$ cat config.mk
export PLATFORM = sky130hd
export DESIGN_NAME = motor_step_decoder_flat
export DESIGN_NICKNAME = d
export VERILOG_FILES = /design/src/rtl/motor_step_decoder_pkg.sv /design/src/rtl/motor_step_decoder_if.sv /design/src/rtl/motor_step_decoder_sync.sv /design/src/rtl/motor_step_decoder.sv /design/src/flat_wrapper.sv
export SDC_FILE = /design/constraint.sdc
export NUM_CORES = 1
export LEC_CHECK = 0
export ABC_AREA = 1
export CORE_ASPECT_RATIO = 1.5
export CORE_MARGIN = 3
export CORE_UTILIZATION = 55
export CTS_BUF_LIST = sky130_fd_sc_hd__clkbuf_8
export DETAILED_ROUTE_END_ITERATION = 12
export PLACE_DENSITY = 0.86
export SLEW_MARGIN = 30
export SYNTH_ARGS = -nofsm -noshare
export SYNTH_HDL_FRONTEND = slang
export SYNTH_SLANG_ARGS = --single-unit
export TNS_END_PERCENT = 30
$ cat constraint.sdc
create_clock -name clk_i -period 3.5 [get_ports clk_i]
set_input_delay 0.7 -clock clk_i [delete_from_list [all_inputs] [get_ports clk_i]]
set_output_delay 0.7 -clock clk_i [all_outputs]
set_load 0.05 [all_outputs]
$ cat src/rtl/motor_step_decoder_pkg.sv
// Shared encodings for the step/dir decoder and the motor_step_gen benches.
package motor_step_pkg;

  typedef enum logic [1:0] {
    ST_IDLE = 2'd0,
    ST_HIGH = 2'd1,
    ST_HOLD = 2'd2
  } step_state_e;

  localparam int ERR_W     = 3;
  localparam int ERR_SETUP = 0;
  localparam int ERR_WIDTH = 1;
  localparam int ERR_HOLD  = 2;

endpackage

$ cat src/rtl/motor_step_decoder_if.sv
// Pins, limits and results of motor_step_decoder; master drives pins, slave is the decoder.
// The period signal exists only when STEP_DEC_PERIOD_EN is defined.
interface motor_step_decoder_if #(
  parameter int POS_W = 32,
  parameter int CNT_W = 16
) ();

  logic             step_in;
  logic             dir_in;
  logic [CNT_W-1:0] pre_n;
  logic [CNT_W-1:0] pulse_n;
  logic [CNT_W-1:0] post_n;
  logic             set_pos;
  logic [POS_W-1:0] pos_val;
  logic             clear_err;
  logic             step_stb;
  logic             step_dir;
  logic [POS_W-1:0] position;
  logic [2:0]       err;
  logic             busy;
`ifdef STEP_DEC_PERIOD_EN
  logic [CNT_W-1:0] period;
`endif

  modport master (
    output step_in, dir_in, pre_n, pulse_n, post_n, set_pos, pos_val, clear_err,
    input  step_stb, step_dir, position, err, busy
`ifdef STEP_DEC_PERIOD_EN
    , input period
`endif
  );

  modport slave (
    input  step_in, dir_in, pre_n, pulse_n, post_n, set_pos, pos_val, clear_err,
    output step_stb, step_dir, position, err, busy
`ifdef STEP_DEC_PERIOD_EN
    , output period
`endif
  );

endinterface

$ cat src/rtl/motor_step_decoder_sync.sv
// Two-flop synchroniser for an asynchronous pin plus the previous synced sample for edge detect.
module step_sync (
  input  logic clk_i,
  input  logic rst_ni,
  input  logic async_i,
  output logic sync_o,
  output logic prev_o
);

  logic meta_q, meta_d;
  logic sync_q, sync_d;
  logic prev_q, prev_d;

  always_comb begin
    meta_d = async_i;
    sync_d = meta_q;
    prev_d = sync_q;
  end

  always_ff @(posedge clk_i or negedge rst_ni) begin
    if (!rst_ni) begin
      meta_q <= 1'b0;
      sync_q <= 1'b0;
      prev_q <= 1'b0;
    end else begin
      meta_q <= meta_d;
      sync_q <= sync_d;
      prev_q <= prev_d;
    end
  end

  assign sync_o = sync_q;
  assign prev_o = prev_q;

endmodule

$ cat src/rtl/motor_step_decoder.sv
// Step/dir receiver: counts steps into a signed position and flags setup/width/hold violations.
// step_stb appears on the 3rd clk edge sampling step_in high; STEP_DEC_PERIOD_EN adds period.
module motor_step_decoder
  import motor_step_pkg::*;
#(
  parameter int POS_W = 32,
  parameter int CNT_W = 16
) (
  input  logic                 clk_i,
  input  logic                 rst_ni,
  motor_step_decoder_if.slave  bus
);

  localparam logic [CNT_W-1:0] CNT_MAX = '1;
  localparam logic [CNT_W-1:0] CNT_ONE = CNT_W'(1);
  localparam logic [CNT_W:0]   LEN_ONE = (CNT_W+1)'(1);
  localparam logic [POS_W-1:0] POS_ONE = POS_W'(1);

  function automatic logic [CNT_W-1:0] sat_inc(input logic [CNT_W-1:0] v);
    return (v == CNT_MAX) ? v : v + CNT_ONE;
  endfunction

  logic step_s, step_p;
  logic dir_s, dir_p;

  step_sync u_step_sync (
    .clk_i   (clk_i),
    .rst_ni  (rst_ni),
    .async_i (bus.step_in),
    .sync_o  (step_s),
    .prev_o  (step_p)
  );

  step_sync u_dir_sync (
    .clk_i   (clk_i),
    .rst_ni  (rst_ni),
    .async_i (bus.dir_in),
    .sync_o  (dir_s),
    .prev_o  (dir_p)
  );

  logic step_rise, step_fall, dir_chg;

  assign step_rise = step_s & ~step_p;
  assign step_fall = ~step_s & step_p;
  assign dir_chg   = dir_s ^ dir_p;

  step_state_e      state_q, state_d;
  logic [CNT_W-1:0] dir_cnt_q, dir_cnt_d, dir_cnt_now;
  logic [CNT_W-1:0] wid_cnt_q, wid_cnt_d;
  logic [CNT_W-1:0] hld_cnt_q, hld_cnt_d;
  logic [POS_W-1:0] position_q, position_d;
  logic [ERR_W-1:0] err_q, err_d, err_new;
  logic             step_stb_q, step_stb_d;
  logic             step_dir_q, step_dir_d;
  logic [CNT_W:0]   wid_len, hld_len;

  // A change seen in this very cycle counts as zero stable cycles, so a dir
  // edge coincident with a step rise is a setup violation.
  always_comb begin
    dir_cnt_now = dir_chg ? '0 : dir_cnt_q;
    dir_cnt_d   = sat_inc(dir_cnt_now);
  end

  assign wid_len = {1'b0, wid_cnt_q} + LEN_ONE;
  assign hld_len = {1'b0, hld_cnt_q} + LEN_ONE;

  always_comb begin
    state_d    = state_q;
    wid_cnt_d  = sat_inc(wid_cnt_q);
    hld_cnt_d  = sat_inc(hld_cnt_q);
    err_new    = '0;
    step_stb_d = 1'b0;
    step_dir_d = step_dir_q;
    position_d = position_q;

    unique case (state_q)
      ST_IDLE: begin
        if (step_rise) begin
          state_d   = ST_HIGH;
          wid_cnt_d = '0;
        end
      end
      ST_HIGH: begin
        if (dir_chg) begin
          err_new[ERR_SETUP] = 1'b1;
        end
        if (step_fall) begin
          if (wid_len < {1'b0, bus.pulse_n}) begin
            err_new[ERR_WIDTH] = 1'b1;
          end
          state_d   = ST_HOLD;
          hld_cnt_d = '0;
        end
      end
      ST_HOLD: begin
        if (dir_chg) begin
          err_new[ERR_HOLD] = 1'b1;
        end
        if (step_rise) begin
          err_new[ERR_HOLD] = 1'b1;
          state_d           = ST_HIGH;
          wid_cnt_d         = '0;
        end else if (hld_len >= {1'b0, bus.post_n}) begin
          state_d = ST_IDLE;
        end
      end
      default: begin
        state_d = ST_IDLE;
      end
    endcase

    // Timing errors only flag; every rise is still counted.
    if (step_rise) begin
      step_stb_d = 1'b1;
      step_dir_d = dir_s;
      position_d = dir_s ? (position_q + POS_ONE) : (position_q - POS_ONE);
      if (dir_cnt_now < bus.pre_n) begin
        err_new[ERR_SETUP] = 1'b1;
      end
    end

    if (bus.set_pos) begin
      position_d = bus.pos_val;
    end

    err_d = (err_q & ~{ERR_W{bus.clear_err}}) | err_new;
  end

  always_ff @(posedge clk_i or negedge rst_ni) begin
    if (!rst_ni) begin
      state_q    <= ST_IDLE;
      dir_cnt_q  <= CNT_MAX;
      wid_cnt_q  <= '0;
      hld_cnt_q  <= '0;
      position_q <= '0;
      err_q      <= '0;
      step_stb_q <= 1'b0;
      step_dir_q <= 1'b0;
    end else begin
      state_q    <= state_d;
      dir_cnt_q  <= dir_cnt_d;
      wid_cnt_q  <= wid_cnt_d;
      hld_cnt_q  <= hld_cnt_d;
      position_q <= position_d;
      err_q      <= err_d;
      step_stb_q <= step_stb_d;
      step_dir_q <= step_dir_d;
    end
  end

  assign bus.step_stb = step_stb_q;
  assign bus.step_dir = step_dir_q;
  assign bus.position = position_q;
  assign bus.err      = err_q;
  assign bus.busy     = (state_q != ST_IDLE);

`ifdef STEP_DEC_PERIOD_EN
  logic [CNT_W-1:0] per_cnt_q, per_cnt_d;
  logic [CNT_W-1:0] period_q, period_d;

  // per_cnt starts saturated so the first rise after reset reports the maximum.
  always_comb begin
    per_cnt_d = step_rise ? CNT_ONE : sat_inc(per_cnt_q);
    period_d  = step_rise ? per_cnt_q : period_q;
  end

  always_ff @(posedge clk_i or negedge rst_ni) begin
    if (!rst_ni) begin
      per_cnt_q <= CNT_MAX;
      period_q  <= '0;
    end else begin
      per_cnt_q <= per_cnt_d;
      period_q  <= period_d;
    end
  end

  assign bus.period = period_q;
`endif

endmodule
$ cat src/flat_wrapper.sv
// flat-port wrapper written by rule: the top's interface ports become plain ports
module motor_step_decoder_flat import motor_step_pkg::*;
#(
  parameter int POS_W = 32,
  parameter int CNT_W = 16
)
  (clk_i, rst_ni, bus_step_in, bus_dir_in, bus_pre_n, bus_pulse_n, bus_post_n, bus_set_pos, bus_pos_val, bus_clear_err, bus_step_stb, bus_step_dir, bus_position, bus_err, bus_busy);
  motor_step_decoder_if #(.POS_W(POS_W), .CNT_W(CNT_W)) bus_i ();
  input  logic clk_i;
  input  logic rst_ni;
  input wire logic [$bits(bus_i.step_in)-1:0] bus_step_in;
  input wire logic [$bits(bus_i.dir_in)-1:0] bus_dir_in;
  input wire logic [$bits(bus_i.pre_n)-1:0] bus_pre_n;
  input wire logic [$bits(bus_i.pulse_n)-1:0] bus_pulse_n;
  input wire logic [$bits(bus_i.post_n)-1:0] bus_post_n;
  input wire logic [$bits(bus_i.set_pos)-1:0] bus_set_pos;
  input wire logic [$bits(bus_i.pos_val)-1:0] bus_pos_val;
  input wire logic [$bits(bus_i.clear_err)-1:0] bus_clear_err;
  output wire logic [$bits(bus_i.step_stb)-1:0] bus_step_stb;
  output wire logic [$bits(bus_i.step_dir)-1:0] bus_step_dir;
  output wire logic [$bits(bus_i.position)-1:0] bus_position;
  output wire logic [$bits(bus_i.err)-1:0] bus_err;
  output wire logic [$bits(bus_i.busy)-1:0] bus_busy;
  assign bus_i.step_in = bus_step_in;
  assign bus_i.dir_in = bus_dir_in;
  assign bus_i.pre_n = bus_pre_n;
  assign bus_i.pulse_n = bus_pulse_n;
  assign bus_i.post_n = bus_post_n;
  assign bus_i.set_pos = bus_set_pos;
  assign bus_i.pos_val = bus_pos_val;
  assign bus_i.clear_err = bus_clear_err;
  assign bus_step_stb = bus_i.step_stb;
  assign bus_step_dir = bus_i.step_dir;
  assign bus_position = bus_i.position;
  assign bus_err = bus_i.err;
  assign bus_busy = bus_i.busy;
  motor_step_decoder #(.POS_W(POS_W), .CNT_W(CNT_W)) u_core (.clk_i(clk_i), .rst_ni(rst_ni), .bus(bus_i));
endmodule
==> impl_metrics.toml <==
[logic_synthesis]
yosysSeqAreaShare_pct = 28.3
synth.ff_latch_count = 93
avgSynthCellArea_um2 = 6.77
synth_cells = 1225
netlist-cell-type-count = 46
synth_nets = 1391
synth_edf_count = 0
synth_async_sr_flop_share_pct = 100
ys_warn_count = 0
netlist_area_mm2 = 0.00829
synth-main-ff-cell = "dfrtp_1"

[cts]
cts.path.max_buffers = 2
clk_latency_ns = 0.38
clock_tree.root_cell = "clkbuf_8"
clkTransAtPathRegs_ns = 0.11
cts.sink_count = 93
numCtsBuffers = 9
cts-htree-levels = 3
hold_buffers = 0
cts_tree = "done"
cts_resized = 0
cts_setup_buffers = 0

[global_route]
met2_usage_pct = 51.8
grt_util_met3_pct = 3.18
grt_max_degree = 53
top_usage_layer = "met2"
grt_pass1_vias = 8142
antenna_found_initial = 0
track_usage_pct = 27.3
grt_pass1_wl_um = 36700
grt-ovfl-total = 0
met1_usage_pct = 28.6

[worst_setup_path]
cp_num_buf_inv = 2
worst-path-max-fanout = 4
cp_slowest_cell = "dfrtp_1"
critPathTopFamily = "simple AND/OR/NAND/NOR gates"
worstSetupPathType = "reg2reg"
start_kind = "register"
crit_required_ns = 3.76
critPathArrivalTime_ns = 3.03
crit_top_cell = "nand2_1"
max_stage_delay_ns = 0.38
worstSetupEndpointType = "register"
crit_chain = "ha_1 > nand4_1 > nor3_2 > nand2_1 > nor2_1 > xor2_1 > inv_1 > ha_1 > nand2_1 > inv_1 > nand2_1 > nor2_1 > a21oi_1 > nand2_1 > nand2_1 > nand2_1 > nand2_1 > nand3_1 > nand2_1"

[detailed_routing]
drtPass1Iterations = 5
vias = 8097
avgViaCountPerCell = 5.22
wl_um = 22300
detail-route-antenna-nets = 0
dr.first_iter.drc_count = 314
drc = 0
routedWlPerCell_um = 14.4

[sta]
fin_ws_ns = 0.730
finalHoldViolCount = 0
tns_ns = 0
relSlewSlack_pct = 58.5
period_minus_slack_ns = 2.77
final.period_utilization_pct = 79.1
clock_skew_ns = 0.0139
max_freq_mhz = 361
slew_violations = 0
setup_viol = 0
worst_pin_slew_ns = 0.622
rsz0062_at_grt = "no"

[cells_and_area]
drive_above_1_share_pct = 7.15
final_area_mm2 = 0.0100
n_antenna_cell = 0
final_common_cell = "nand2_1"
area_growth_pct = 21.2
layout_common_cells = "345 x nand2_1, 237 x inv_1, 122 x clkdlybuf4s50_1"
nets = 1517
finalCoreUtilization_pct = 68.5
fill_cells = 1274

[pwr]
irDropWorstVdd_uv = 271
switching_share_pct = 40.3
cellInternalPower_w = 0.00251
p_comb_share_pct = 42.6
powerDensity_mw_per_mm2 = 418
power.total_w = 0.00419
seq_power_share_pct = 32.3
cellLeakagePower_nw = 5.42
switchingPower_w = 0.00169
clkPwrFrac_pct = 25.1

[floorplan]
die-width_um = 106
core-area_mm2 = 0.0147
num_io_pins = 124
dieArea_mm2 = 0.0166
die_h_um = 156
rows = 54
start_util_pct = 56.5

[hold_path]
hold_path.class = "in2async"

[placement]
place_area_mm2 = 0.00975
portBuffers = 123
dp_hpwl_um = 18100
place_ws_ns = 0.745
place.gp.congestion = 1.01

[outcome]
status = "finished, final reports clean"

[job]
max-cap-violations = 0
-- flip-flops by register name, summed over array words and instances, names as in the netlist, 2 cells and up --
name,flops
u_core.bus.position,32
u_core.dir_cnt_q,16
u_core.hld_cnt_q,16
u_core.wid_cnt_q,16
u_core.bus.err,3
u_core.state_q,2
-- final timing paths --
check                                                   startpoint                             endpoint  slack [ns]  cells past startpoint
worst max register to register       u_core.hld_cnt_q[1]$_DFF_PN0_        u_core.state_q[1]$_DFFE_PN0P_        0.73                     19
worst min register to register  u_core.u_dir_sync.meta_q$_DFF_PN0_   u_core.u_dir_sync.sync_o$_DFF_PN0_        0.36                      0
max in group asynchronous                                   rst_ni       u_core.dir_cnt_q[12]$_DFF_PN1_        2.46                      2
min in group clk_i              u_core.u_dir_sync.meta_q$_DFF_PN0_   u_core.u_dir_sync.sync_o$_DFF_PN0_        0.36                      0
worst max-delay path                 u_core.hld_cnt_q[1]$_DFF_PN0_        u_core.state_q[1]$_DFFE_PN0P_        0.73                     19
worst min-delay path                                        rst_ni  u_core.bus.position[13]$_DFFE_PN0P_        0.29                      1
-- cells in the mapped netlist, types with 6 or more instances --
library cell,number,share of area (%)
dfstp_2,16,5.1
nor3_1,18,1.1
nand3_1,59,3.6
a22o_1,14,1.5
nand2_1,345,16
nand3_2,10,1.2
ha_1,79,12
xor2_1,19,2.0
nor2_1,107,4.8
nor2_2,6,0.45
inv_2,11,0.50
o21bai_1,9,0.82
o211ai_1,14,1.3
nor2_4,7,0.95
nand4_1,25,1.9
xnor2_1,11,1.2
dfrtp_1,77,23
inv_1,237,11
o21ai_0,29,1.8
clkbuf_1,10,0.45
a21oi_1,66,4.0
-- worst reg2reg max path: cells and delay by family, from the launching register on --
kind,cells,cell delay [ns]
AND/OR/NAND/NOR,13,1.34
XOR/XNOR,1,0.22
buffers and inverters,2,0.13
flip-flops,1,0.38
adder cells (fa/ha/maj),2,0.49
AO/OA/AOI/OAI,1,0.08
-- power groups by stage --
stage	Combinational [W]	Clock, W	Sequential [W]
after detailed placement	0.00178	0	0.00137
after global routing	0.00200	0.00110	0.00137
after CTS	0.00179	0.00107	0.00135
final	0.00179	0.00105	0.00135
after floorplan	0.00104	0	0.00154
after global placement	0.00174	0	0.00136
-- cell families (layout without fill, tap and decap cells) --
| logic type | count (synthesis) | in the layout | share of synthesized area, % |
|---|---|---|---|
| simple gates | 610 | 610 | 33.4 |
| xor+xnor | 30 | 30 | 3.17 |
| compound gates | 149 | 149 | 10.8 |
| fa+ha+maj | 80 | 80 | 12.2 |
| buf+inv | 263 | 394 | 12.2 |
| flops | 93 | 93 | 28.3 |
-- per-stage QoR --
stage	std cells	hold slack, ns
after floorplan	1225	0.331
after global placement	1536	0.335
after detailed placement	1536	0.336
after CTS	1552	0.328
after global routing	1552	0.350
final	1552	0.293
-- layer usage --
metal | vias up | part of all wire (%)
met4 | 0 | 5.0
met1 | 3654 | 38
met2 | 230 | 53
li1 | 4142 | -
met3 | 71 | 4.2
met5 | - | 0
-- final cells by class --
cell class	count	area (um2)	share of cell area [%]
Inverter	248	931	9.27
Timing Repair Buffer	130	1290	12.9
Tap cell	196	245	2.44
Sequential cell	93	2350	23.4
Clock buffer	9	124	1.23
Multi-Input combinational cell	869	4940	49.1
Clock inverter	7	168	1.67
Note: power is estimated with default switching activity, not from simulation.
